<file path="src/rtl/chess_turn_ctrl.sv">
// Turn controller for a two-player chess clock: selects the running side, counts
// down on the 1 Hz tick, applies the per-move increment and flags time-outs.
module chess_turn_ctrl #(
  parameter int TIME_W    = 12,
  parameter int INIT_TIME = 300,
  parameter int INC       = 2
) (
  input  logic              CLK,
  input  logic              CLR,
  input  logic              TICK,
  input  logic              START,
  input  logic              BTN_A,
  input  logic              BTN_B,
  input  logic              PAUSE,
  output logic [TIME_W-1:0] TIME_A,
  output logic [TIME_W-1:0] TIME_B,
  output logic              ACTIVE_A,
  output logic              ACTIVE_B,
  output logic              FLAG_A,
  output logic              FLAG_B,
  output logic              PRE_CE,
  output logic              PRE_CLR
);

  typedef enum logic [2:0] {
    IDLE   = 3'd0,
    RUN_A  = 3'd1,
    RUN_B  = 3'd2,
    PAUSED = 3'd3,
    DONE   = 3'd4
  } state_t;

  localparam logic [TIME_W-1:0] INIT_V = TIME_W'(INIT_TIME);
  localparam logic [TIME_W-1:0] ONE_V  = TIME_W'(1);
  localparam logic [TIME_W+1:0] INC_V  = (TIME_W+2)'(INC);
  localparam logic [TIME_W+1:0] MAX_V  = {2'b00, {TIME_W{1'b1}}};

  state_t              state_r, state_nx_s;
  logic                resume_b_r, resume_b_nx_s;
  logic [TIME_W-1:0]   time_a_nx_s, time_b_nx_s;
  logic                flag_a_nx_s, flag_b_nx_s, pre_clr_nx_s;

  // Mover's time after handing over: minus a coincident tick, plus increment, saturating.
  function automatic logic [TIME_W-1:0] add_inc(input logic [TIME_W-1:0] t, input logic tick);
    logic [TIME_W+1:0] sum;
    sum = {2'b00, t} - {{(TIME_W+1){1'b0}}, tick} + INC_V;
    if (sum > MAX_V) return {TIME_W{1'b1}};
    else             return sum[TIME_W-1:0];
  endfunction

  // Next-state and next-output decode; first matching rule wins in each state.
  always_comb begin
    state_nx_s    = state_r;
    resume_b_nx_s = resume_b_r;
    time_a_nx_s   = TIME_A;
    time_b_nx_s   = TIME_B;
    flag_a_nx_s   = FLAG_A;
    flag_b_nx_s   = FLAG_B;
    pre_clr_nx_s  = 1'b0;
    case (state_r)
      IDLE: begin
        if (START) begin
          state_nx_s   = RUN_A;
          pre_clr_nx_s = ~PRE_CLR;
        end else begin
          state_nx_s = IDLE;
        end
      end
      RUN_A: begin
        if (PAUSE) begin
          state_nx_s    = PAUSED;
          resume_b_nx_s = 1'b0;
        end else if (TICK && (TIME_A == ONE_V)) begin
          time_a_nx_s = {TIME_W{1'b0}};
          flag_a_nx_s = 1'b1;
          state_nx_s  = DONE;
        end else if (BTN_A) begin
          time_a_nx_s  = add_inc(TIME_A, TICK);
          state_nx_s   = RUN_B;
          pre_clr_nx_s = ~PRE_CLR;
        end else if (TICK) begin
          time_a_nx_s = TIME_A - ONE_V;
        end else begin
          state_nx_s = RUN_A;
        end
      end
      RUN_B: begin
        if (PAUSE) begin
          state_nx_s    = PAUSED;
          resume_b_nx_s = 1'b1;
        end else if (TICK && (TIME_B == ONE_V)) begin
          time_b_nx_s = {TIME_W{1'b0}};
          flag_b_nx_s = 1'b1;
          state_nx_s  = DONE;
        end else if (BTN_B) begin
          time_b_nx_s  = add_inc(TIME_B, TICK);
          state_nx_s   = RUN_A;
          pre_clr_nx_s = ~PRE_CLR;
        end else if (TICK) begin
          time_b_nx_s = TIME_B - ONE_V;
        end else begin
          state_nx_s = RUN_B;
        end
      end
      PAUSED: begin
        if (START) begin
          state_nx_s  = IDLE;
          time_a_nx_s = INIT_V;
          time_b_nx_s = INIT_V;
          flag_a_nx_s = 1'b0;
          flag_b_nx_s = 1'b0;
        end else if (PAUSE) begin
          state_nx_s   = resume_b_r ? RUN_B : RUN_A;
          pre_clr_nx_s = ~PRE_CLR;
        end else begin
          state_nx_s = PAUSED;
        end
      end
      DONE: begin
        if (START) begin
          state_nx_s  = IDLE;
          time_a_nx_s = INIT_V;
          time_b_nx_s = INIT_V;
          flag_a_nx_s = 1'b0;
          flag_b_nx_s = 1'b0;
        end else begin
          state_nx_s = DONE;
        end
      end
      default: begin
        state_nx_s  = IDLE;
        time_a_nx_s = INIT_V;
        time_b_nx_s = INIT_V;
        flag_a_nx_s = 1'b0;
        flag_b_nx_s = 1'b0;
      end
    endcase
  end

  // State and registered outputs; CLR aborts everything asynchronously.
  always_ff @(posedge CLK or posedge CLR) begin
    if (CLR) begin
      state_r    <= IDLE;
      resume_b_r <= 1'b0;
      TIME_A     <= INIT_V;
      TIME_B     <= INIT_V;
      FLAG_A     <= 1'b0;
      FLAG_B     <= 1'b0;
      ACTIVE_A   <= 1'b0;
      ACTIVE_B   <= 1'b0;
      PRE_CE     <= 1'b0;
      PRE_CLR    <= 1'b0;
    end else begin
      state_r    <= state_nx_s;
      resume_b_r <= resume_b_nx_s;
      TIME_A     <= time_a_nx_s;
      TIME_B     <= time_b_nx_s;
      FLAG_A     <= flag_a_nx_s;
      FLAG_B     <= flag_b_nx_s;
      ACTIVE_A   <= (state_nx_s == RUN_A);
      ACTIVE_B   <= (state_nx_s == RUN_B);
      PRE_CE     <= (state_nx_s == RUN_A) || (state_nx_s == RUN_B);
      PRE_CLR    <= pre_clr_nx_s;
    end
  end

endmodule

</file>
<file path="config.mk">
export PLATFORM = sky130hd
export DESIGN_NAME = chess_turn_ctrl
export DESIGN_NICKNAME = d
export VERILOG_FILES = /design/src/rtl/chess_turn_ctrl.sv
export SDC_FILE = /design/constraint.sdc
export NUM_CORES = 1
export LEC_CHECK = 0
export CORE_AREA = 3 3 107 109
export CTS_BUF_LIST = sky130_fd_sc_hd__clkbuf_4 sky130_fd_sc_hd__clkbuf_8
export DETAILED_ROUTE_END_ITERATION = 16
export DIE_AREA = 0 0 110 112
export PLACE_DENSITY = 0.57
export SLEW_MARGIN = 40
export SYNTH_ARGS = -nofsm -noshare
export SYNTH_HDL_FRONTEND = slang
export SYNTH_SLANG_ARGS = --single-unit
</file>
<file path="constraint.sdc">
create_clock -name CLK -period 2.8 [get_ports CLK]
set_input_delay 0.56 -clock CLK [delete_from_list [all_inputs] [get_ports CLK]]
set_output_delay 0.56 -clock CLK [all_outputs]
set_load 0.005 [all_outputs]
</file>
==> impl_metrics.tcl, run 1 <==
set metrics [dict create \
    antenna_found_initial 0 \
    synth_top_family_by_area "simple AND/OR/NAND/NOR gates" \
    ys.flop_type "dfrtp_1" \
    grt_usage 0.207 \
    clk_latency_ns 0.29 \
    antenna_left 0 \
    cts_tree "done" \
    violations "negative setup slack" \
    most-common-layout-cells "112 x buf_4, 35 x clkdlybuf4s50_1, 34 x nor2_1" \
    synth-xor-area-share 0.0859 \
    hold_violations 0 \
    die_x_um 110 \
    p_per_area_mw_per_mm2 885 \
    hold_buffers 0 \
    ys_seq_area_frac 0.235 \
    gp_congestion 0.857 \
    ys_warn_count 0 \
    holdCritPathClass "reg -> reg" \
    die_area_mm2 0.0123 \
    drt-initial-drc-count 260 \
    die_h_um 112 \
    final_nets 600 \
    p_leak_uw 0.00205 \
    setup_viol 2 \
    syn_inst 463 \
    syn_avg_cell_area_um2 7.92 \
    slew_violations 0 \
    grt_pass1_wl_mm 20.4 \
    fin_crit_ns 2.82 \
    final_common_cell "buf_4" \
    hp-start "PRE_CLR" \
    tightestPinTransition_ns 0.716 \
    max-vdd-ir-drop_v 0.000460 \
    grtUsageMet2 0.328 \
    numPortBuffers 36 \
    coreArea_mm2 0.0107 \
    synthArstFlopShare 1.00 \
    min_to "PRE_CLR" \
    num_rows 38 \
    synth.distinct_cells 75 \
    wl_per_cell_um 17.2 \
    grt_use_met1 0.296 \
    cts_buffer_depth 2 \
    nFillCells 1027 \
    top_usage_layer "met2" \
    crit_required_ns 2.98 \
    cts.sinks 34 \
    arrival_ns 2.99 \
    synth_fa_ha_area_frac 0.0341 \
    htreeDepth 2 \
    outcome "complete, but fails checks" \
    wirelength_mm 12.4 \
    dpl_worst_slack_ns -0.868 \
    hold_path_depth 1 \
    synth_edf_count 0 \
    rsz0062_at_grt "true" \
    finalCritPeriodShare 1.01 \
    area_growth_pct 45.1 \
    worst_setup_path_end_kind "flop" \
    clkTransAtPathRegs_ns 0.08 \
    synth_compound_area_frac 0.254 \
    avgViaCountPerCell 5.60 \
    met3_usage 0.0296 \
    finClkSkew_ns 0.00903 \
    initial_core_util 0.343 \
    cts-buffers-inserted 5 \
    fin_total_pwr_uw 4710 \
    synth_mux_area_frac 0.0263 \
    grt_max_degree 35 \
    maxCapViolations 0 \
    max_freq_ghz 0.355 \
    diodes 0 \
    synth.net_count 480 \
    relSlewSlack 0.519 \
    cp-start-kind "flop" \
    drive_gt1_frac 0.332 \
    vias 4057 \
    yosys.area_share.simple 0.298 \
    r2r_end "TIME_A[6]" \
    critical_path_peak_fanout 7 \
    overflow 0 \
    hpwl_mm 9.36 \
    drc 0 \
    rrSetupSlack_ns -0.02 \
    ios 37 \
    timing.final.ws_setup_ns -0.0157 \
    reg2reg_from "TIME_A[0]" \
    cts_root_buf "clkbuf_8" \
    synth_area_mm2 0.00367 \
    first_pass_iters 6 \
    crit_type "reg -> reg" \
    synth-seq-cells 34 \
    reg2reg_depth 10 \
    grt_pass1_vias 4004 \
]
Yosys cell counts (all sizes together), types with 6 or more instances:
cell    instances  area share
o21ai          29       0.040
and3            9       0.015
buf            13       0.021
or2            10       0.017
ha             10       0.034
or3             9       0.015
a21oi          19       0.026
nand2          27       0.028
dfrtp          26        0.18
or3b            6       0.014
dfstp           8       0.057
clkbuf         26       0.027
inv            18       0.018
nor4           10       0.020
nand3          12       0.016
nor2           37       0.038
a31oi           9       0.015
nor3           20       0.032
mux2i           7       0.020
xor2           13       0.031
o211ai          7       0.014
xnor2          23       0.055
nand2b         16       0.027
worst max-delay path by stage:
stage               startpoint        end  slack, ns  cells past startpoint
floorplan                 TICK  TIME_A[5]      -0.05                      9
global placement          TICK  TIME_A[7]      -0.80                     13
detailed placement        TICK  TIME_A[0]      -0.87                     16
CTS                  TIME_A[0]  TIME_A[0]      0.008                     11
global route         TIME_A[0]  TIME_A[0]      -0.15                     11
finish               TIME_A[0]  TIME_A[6]      -0.02                     10
layout make-up:
cell class / count / area (µm²) / share of cell area
Clock inverter: 2 / 60.1 / 0.0113
Inverter: 18 / 67.6 / 0.0127
Clock buffer: 6 / 82.6 / 0.0155
Sequential cell: 34 / 861 / 0.162
Tap cell: 140 / 175 / 0.0329
Timing Repair Buffer: 152 / 1250 / 0.234
Multi-Input combinational cell: 372 / 2830 / 0.531
per-layer routing:
layer	share of wire	wire length [µm]	vias up
li1	-	-	1952
met1	0.47	5800	1978
met2	0.47	5860	117
met3	0.053	659	10
met4	0.0084	105	0
met5	0	0	-
cells by family after synthesis:
kind of cell	after synthesis
AOI/OAI and AO/OA	131
xor gates and xnor gates	36
adders and majority gates	10
buffers and inverters	57
DFF	34
muxes	9
and+or+nand+nor	186
critical path, stage by stage, from the launching register on:
cell and delay (ns):
dfrtp_1 0.39, inv_2 0.08, ha_4 0.16, ha_4 0.15, nor4b_4 0.21, nor4b_4 0.28
o2111ai_2 0.19, a2111oi_4 0.51, mux2_4 0.41, o21ai_0 0.22, a2bb2oi_1 0.10
flip-flops by register name, indices dropped and copies added (netlist names):
register / count
resume_b_r: 1
state_r: 3
TIME_A: 12
PRE_CLR: 1
FLAG_A: 1
ACTIVE_A: 1
TIME_B: 12
FLAG_B: 1
ACTIVE_B: 1
PRE_CE: 1
where the power goes:
group | switching, µW | internal [µW]
logic | 1630 | 1590
clock network | 207 | 380
registers | 212 | 690
total | 2050 | 2660
per-stage QoR:
stage	utilization	hold WS (ns)	area (µm²)	cells	TNS, ns
2_1_floorplan	-	0.432	3810	463	-0.258
3_3_place_gp	0.459	0.420	4910	701	-17.21
3_5_place_dp	0.459	0.426	4910	701	-18.38
4_1_cts	0.484	0.437	5180	718	0
5_1_grt	0.497	0.470	5320	724	-1.52
6_report	0.497	0.430	5320	724	-0.0240
repair_timing:
| item | CTS | global route |
|---|---|---|
| cloned | 0 | 0 |
| gates resized for setup | 20 | 21 |
| hold endpoints to repair | 0 | 0 |
| buffers inserted | 9 | 6 |
| setup endpoints to repair | 24 | 24 |
| pin swaps | 18 | 15 |
Note: power is estimated with default switching activity, not from simulation.
==> run 2: changes to the inputs <==
--- a/config.mk
+++ b/config.mk
@@ -5,11 +5,12 @@
 export SDC_FILE = /design/constraint.sdc
 export NUM_CORES = 1
 export LEC_CHECK = 0
-export CORE_AREA = 3 3 107 109
+export CORE_AREA = 3 3 88 132
 export CTS_BUF_LIST = sky130_fd_sc_hd__clkbuf_4 sky130_fd_sc_hd__clkbuf_8
 export DETAILED_ROUTE_END_ITERATION = 16
-export DIE_AREA = 0 0 110 112
-export PLACE_DENSITY = 0.57
+export DIE_AREA = 0 0 91 135
+export DONT_BUFFER_PORTS = 1
+export PLACE_DENSITY = 0.53
 export SLEW_MARGIN = 40
 export SYNTH_ARGS = -nofsm -noshare
 export SYNTH_HDL_FRONTEND = slang
==> run 2 against run 1 <==
The run still ends with negative setup slack left. Global-route usage rose by 0.20 points. Count of clock-buffer cells in the layout did not move. First-iteration DRC count fell by 11%. Critical path depth rose by 1. Worst hold slack got worse by 0.18 ns. Register-to-register slack barely moved. Routed wire length rose by 3.5%. Critical path type unchanged. Largest power group unchanged.
==> impl_metrics.tcl, run 2 (same netlist as run 1, synthesis figures left out) <==
set metrics [dict create \
    cts_tree "done" \
    grt_pass1_vias 3906 \
    cpPeakStageDelay_ns 0.46 \
    die_x_um 91 \
    grt_max_degree 35 \
    die_area_mm2 0.0123 \
    drt-initial-drc-count 231 \
    power.share.clock 0.134 \
    cts-buffers-inserted 5 \
    timing.final.ws_setup_ns -0.00518 \
    num_rows 46 \
    hpwl_mm 9.95 \
    cp-start-kind "flop" \
    stdcell_area_mm2 0.00483 \
    max-vdd-ir-drop_v 0.000368 \
    worst_hold_slack_ns 0.250 \
    maxCapViolations 0 \
    slew_violations 0 \
    vias 3872 \
    htreeDepth 2 \
    wirelength_mm 12.9 \
    placed_cell_area_mm2 0.00443 \
    seqPwrFrac 0.213 \
    critical_path_peak_fanout 10 \
    violations "negative setup slack" \
    antenna_left 0 \
    reg.largest.list "TIME_A: 12 flops, TIME_B: 12 flops, state_r: 3 flops" \
    die_h_um 135 \
    wl_per_cell_um 19.4 \
    ios 37 \
    final_nets 536 \
    finClkSkew_ns 0.00856 \
    arrival_ns 3.03 \
    fin_crit_ns 2.81 \
    power_frac_comb 0.653 \
    drive_gt1_frac 0.335 \
    crit_type "reg -> reg" \
    cts_root_buf "clkbuf_8" \
    avgViaCountPerCell 5.83 \
    switching_share 0.465 \
    overflow 0 \
    rsz0062_at_grt "true" \
    outcome "complete, but fails checks" \
    antenna_found_initial 0 \
    hold_buffers 0 \
    clk_latency_ns 0.30 \
    crit_required_ns 3.02 \
    intPower_uw 2320 \
    finalCritPeriodShare 1.00 \
    holdCritPathClass "in -> async" \
    p_per_area_mw_per_mm2 895 \
    worst_setup_path_end_kind "flop" \
    numPortBuffers 0 \
    grt_usage 0.209 \
    clkTransAtPathRegs_ns 0.08 \
    diodes 0 \
    crit_chain "inv_2, ha_4, ha_4, nor4b_4, nor4b_4, o2111ai_2, a2111oi_4, mux2i_4, buf_12, a311oi_1, o22a_1" \
    crit_slowest_cell "a2111oi_4" \
    drc 0 \
    gp_congestion 0.853 \
    most-common-layout-cells "84 x buf_4, 34 x nor2_1, 27 x nand2_1" \
    final_common_cell "buf_4" \
    setup_viol 1 \
    cts_buffer_depth 2 \
    coreArea_mm2 0.0106 \
    p_switching_uw 2010 \
    dpl_worst_slack_ns -0.289 \
    max_freq_ghz 0.356 \
    grt_pass1_wl_mm 20.3 \
    cts.sinks 34 \
    relSlewSlack 0.505 \
    area_growth_pct 31.8 \
    p_leak_uw 0.00182 \
    first_pass_iters 5 \
    tightestPinTransition_ns 0.740 \
    initial_core_util 0.346 \
    hold_violations 0 \
]
run 2: cell types whose count changed in the layout (fill, tap and decap cells not counted), sizes merged:
cell / before / now
buf: 117 / 88
clkdlybuf4s50: 35 / 0
run 2: per-stage QoR:
| step | TNS, ns | util | cells | power (µW) |
|---|---|---|---|---|
| 3_5_place_dp | -3.49 | 0.418 | 649 | 3580 |
| 3_3_place_gp | -3.05 | 0.418 | 649 | 3520 |
| 4_1_cts | -0.0167 | 0.439 | 661 | 4210 |
| 2_1_floorplan | -0.258 | - | 463 | 2670 |
| 5_1_grt | -1.50 | 0.457 | 664 | 4650 |
| 6_report | -0.00518 | 0.457 | 664 | 4330 |
run 2: layer usage:
metal,GRT usage,wire length (µm),vias up
met5,0,0,-
met4,0.125,552,0
met3,0.0262,430,40
met2,0.405,7190,100
met1,0.207,4700,1905
li1,-,-,1827
run 2: power groups by stage:
stage | Sequential [µW] | Combinational [µW] | Clock (µW)
3_5_place_dp | 917 | 2660 | 0
2_1_floorplan | 849 | 1820 | 0
5_1_grt | 955 | 3080 | 615
3_3_place_gp | 917 | 2600 | 0
4_1_cts | 918 | 2700 | 593
6_report | 922 | 2830 | 579
run 2: timing repair:
item / 4_1_cts / 5_1_grt
setup buffers: 4 / 3
resized for setup: 13 / 36
pin swaps: 8 / 15
endpoints found under the setup margin: 21 / 25
run 2: final timing paths:
path                           start    endpoint  slack, ns  cells after the start
setup / recovery           TIME_A[0]   TIME_A[5]     -0.005                     11
hold / removal                   CLR      PRE_CE       0.25                      2
setup reg to reg           TIME_A[0]   TIME_A[5]     -0.005                     11
hold reg to reg              PRE_CLR     PRE_CLR       0.46                      1
max in group asynchronous        CLR   TIME_A[5]       2.19                      2
min in group CLK               PAUSE  state_r[2]       0.35                      1
run 2: critical path: cells and delay by family, from the launching register on:
kind            cells  cell delay (ns)
compound gates      4             0.92
simple gates        2             0.55
flops               1             0.39
mux                 1             0.32
fa+ha+maj           2             0.31
buf+inv             2             0.23
run 2: final cells by class:
cell class,count,area (µm²)
Clock buffer,6,82.6
Clock inverter,2,60.1
Fill cell,1098,5760
Inverter,18,67.6
Multi-Input combinational cell,372,2900
Sequential cell,34,861
Tap cell,144,180
Timing Repair Buffer,88,684
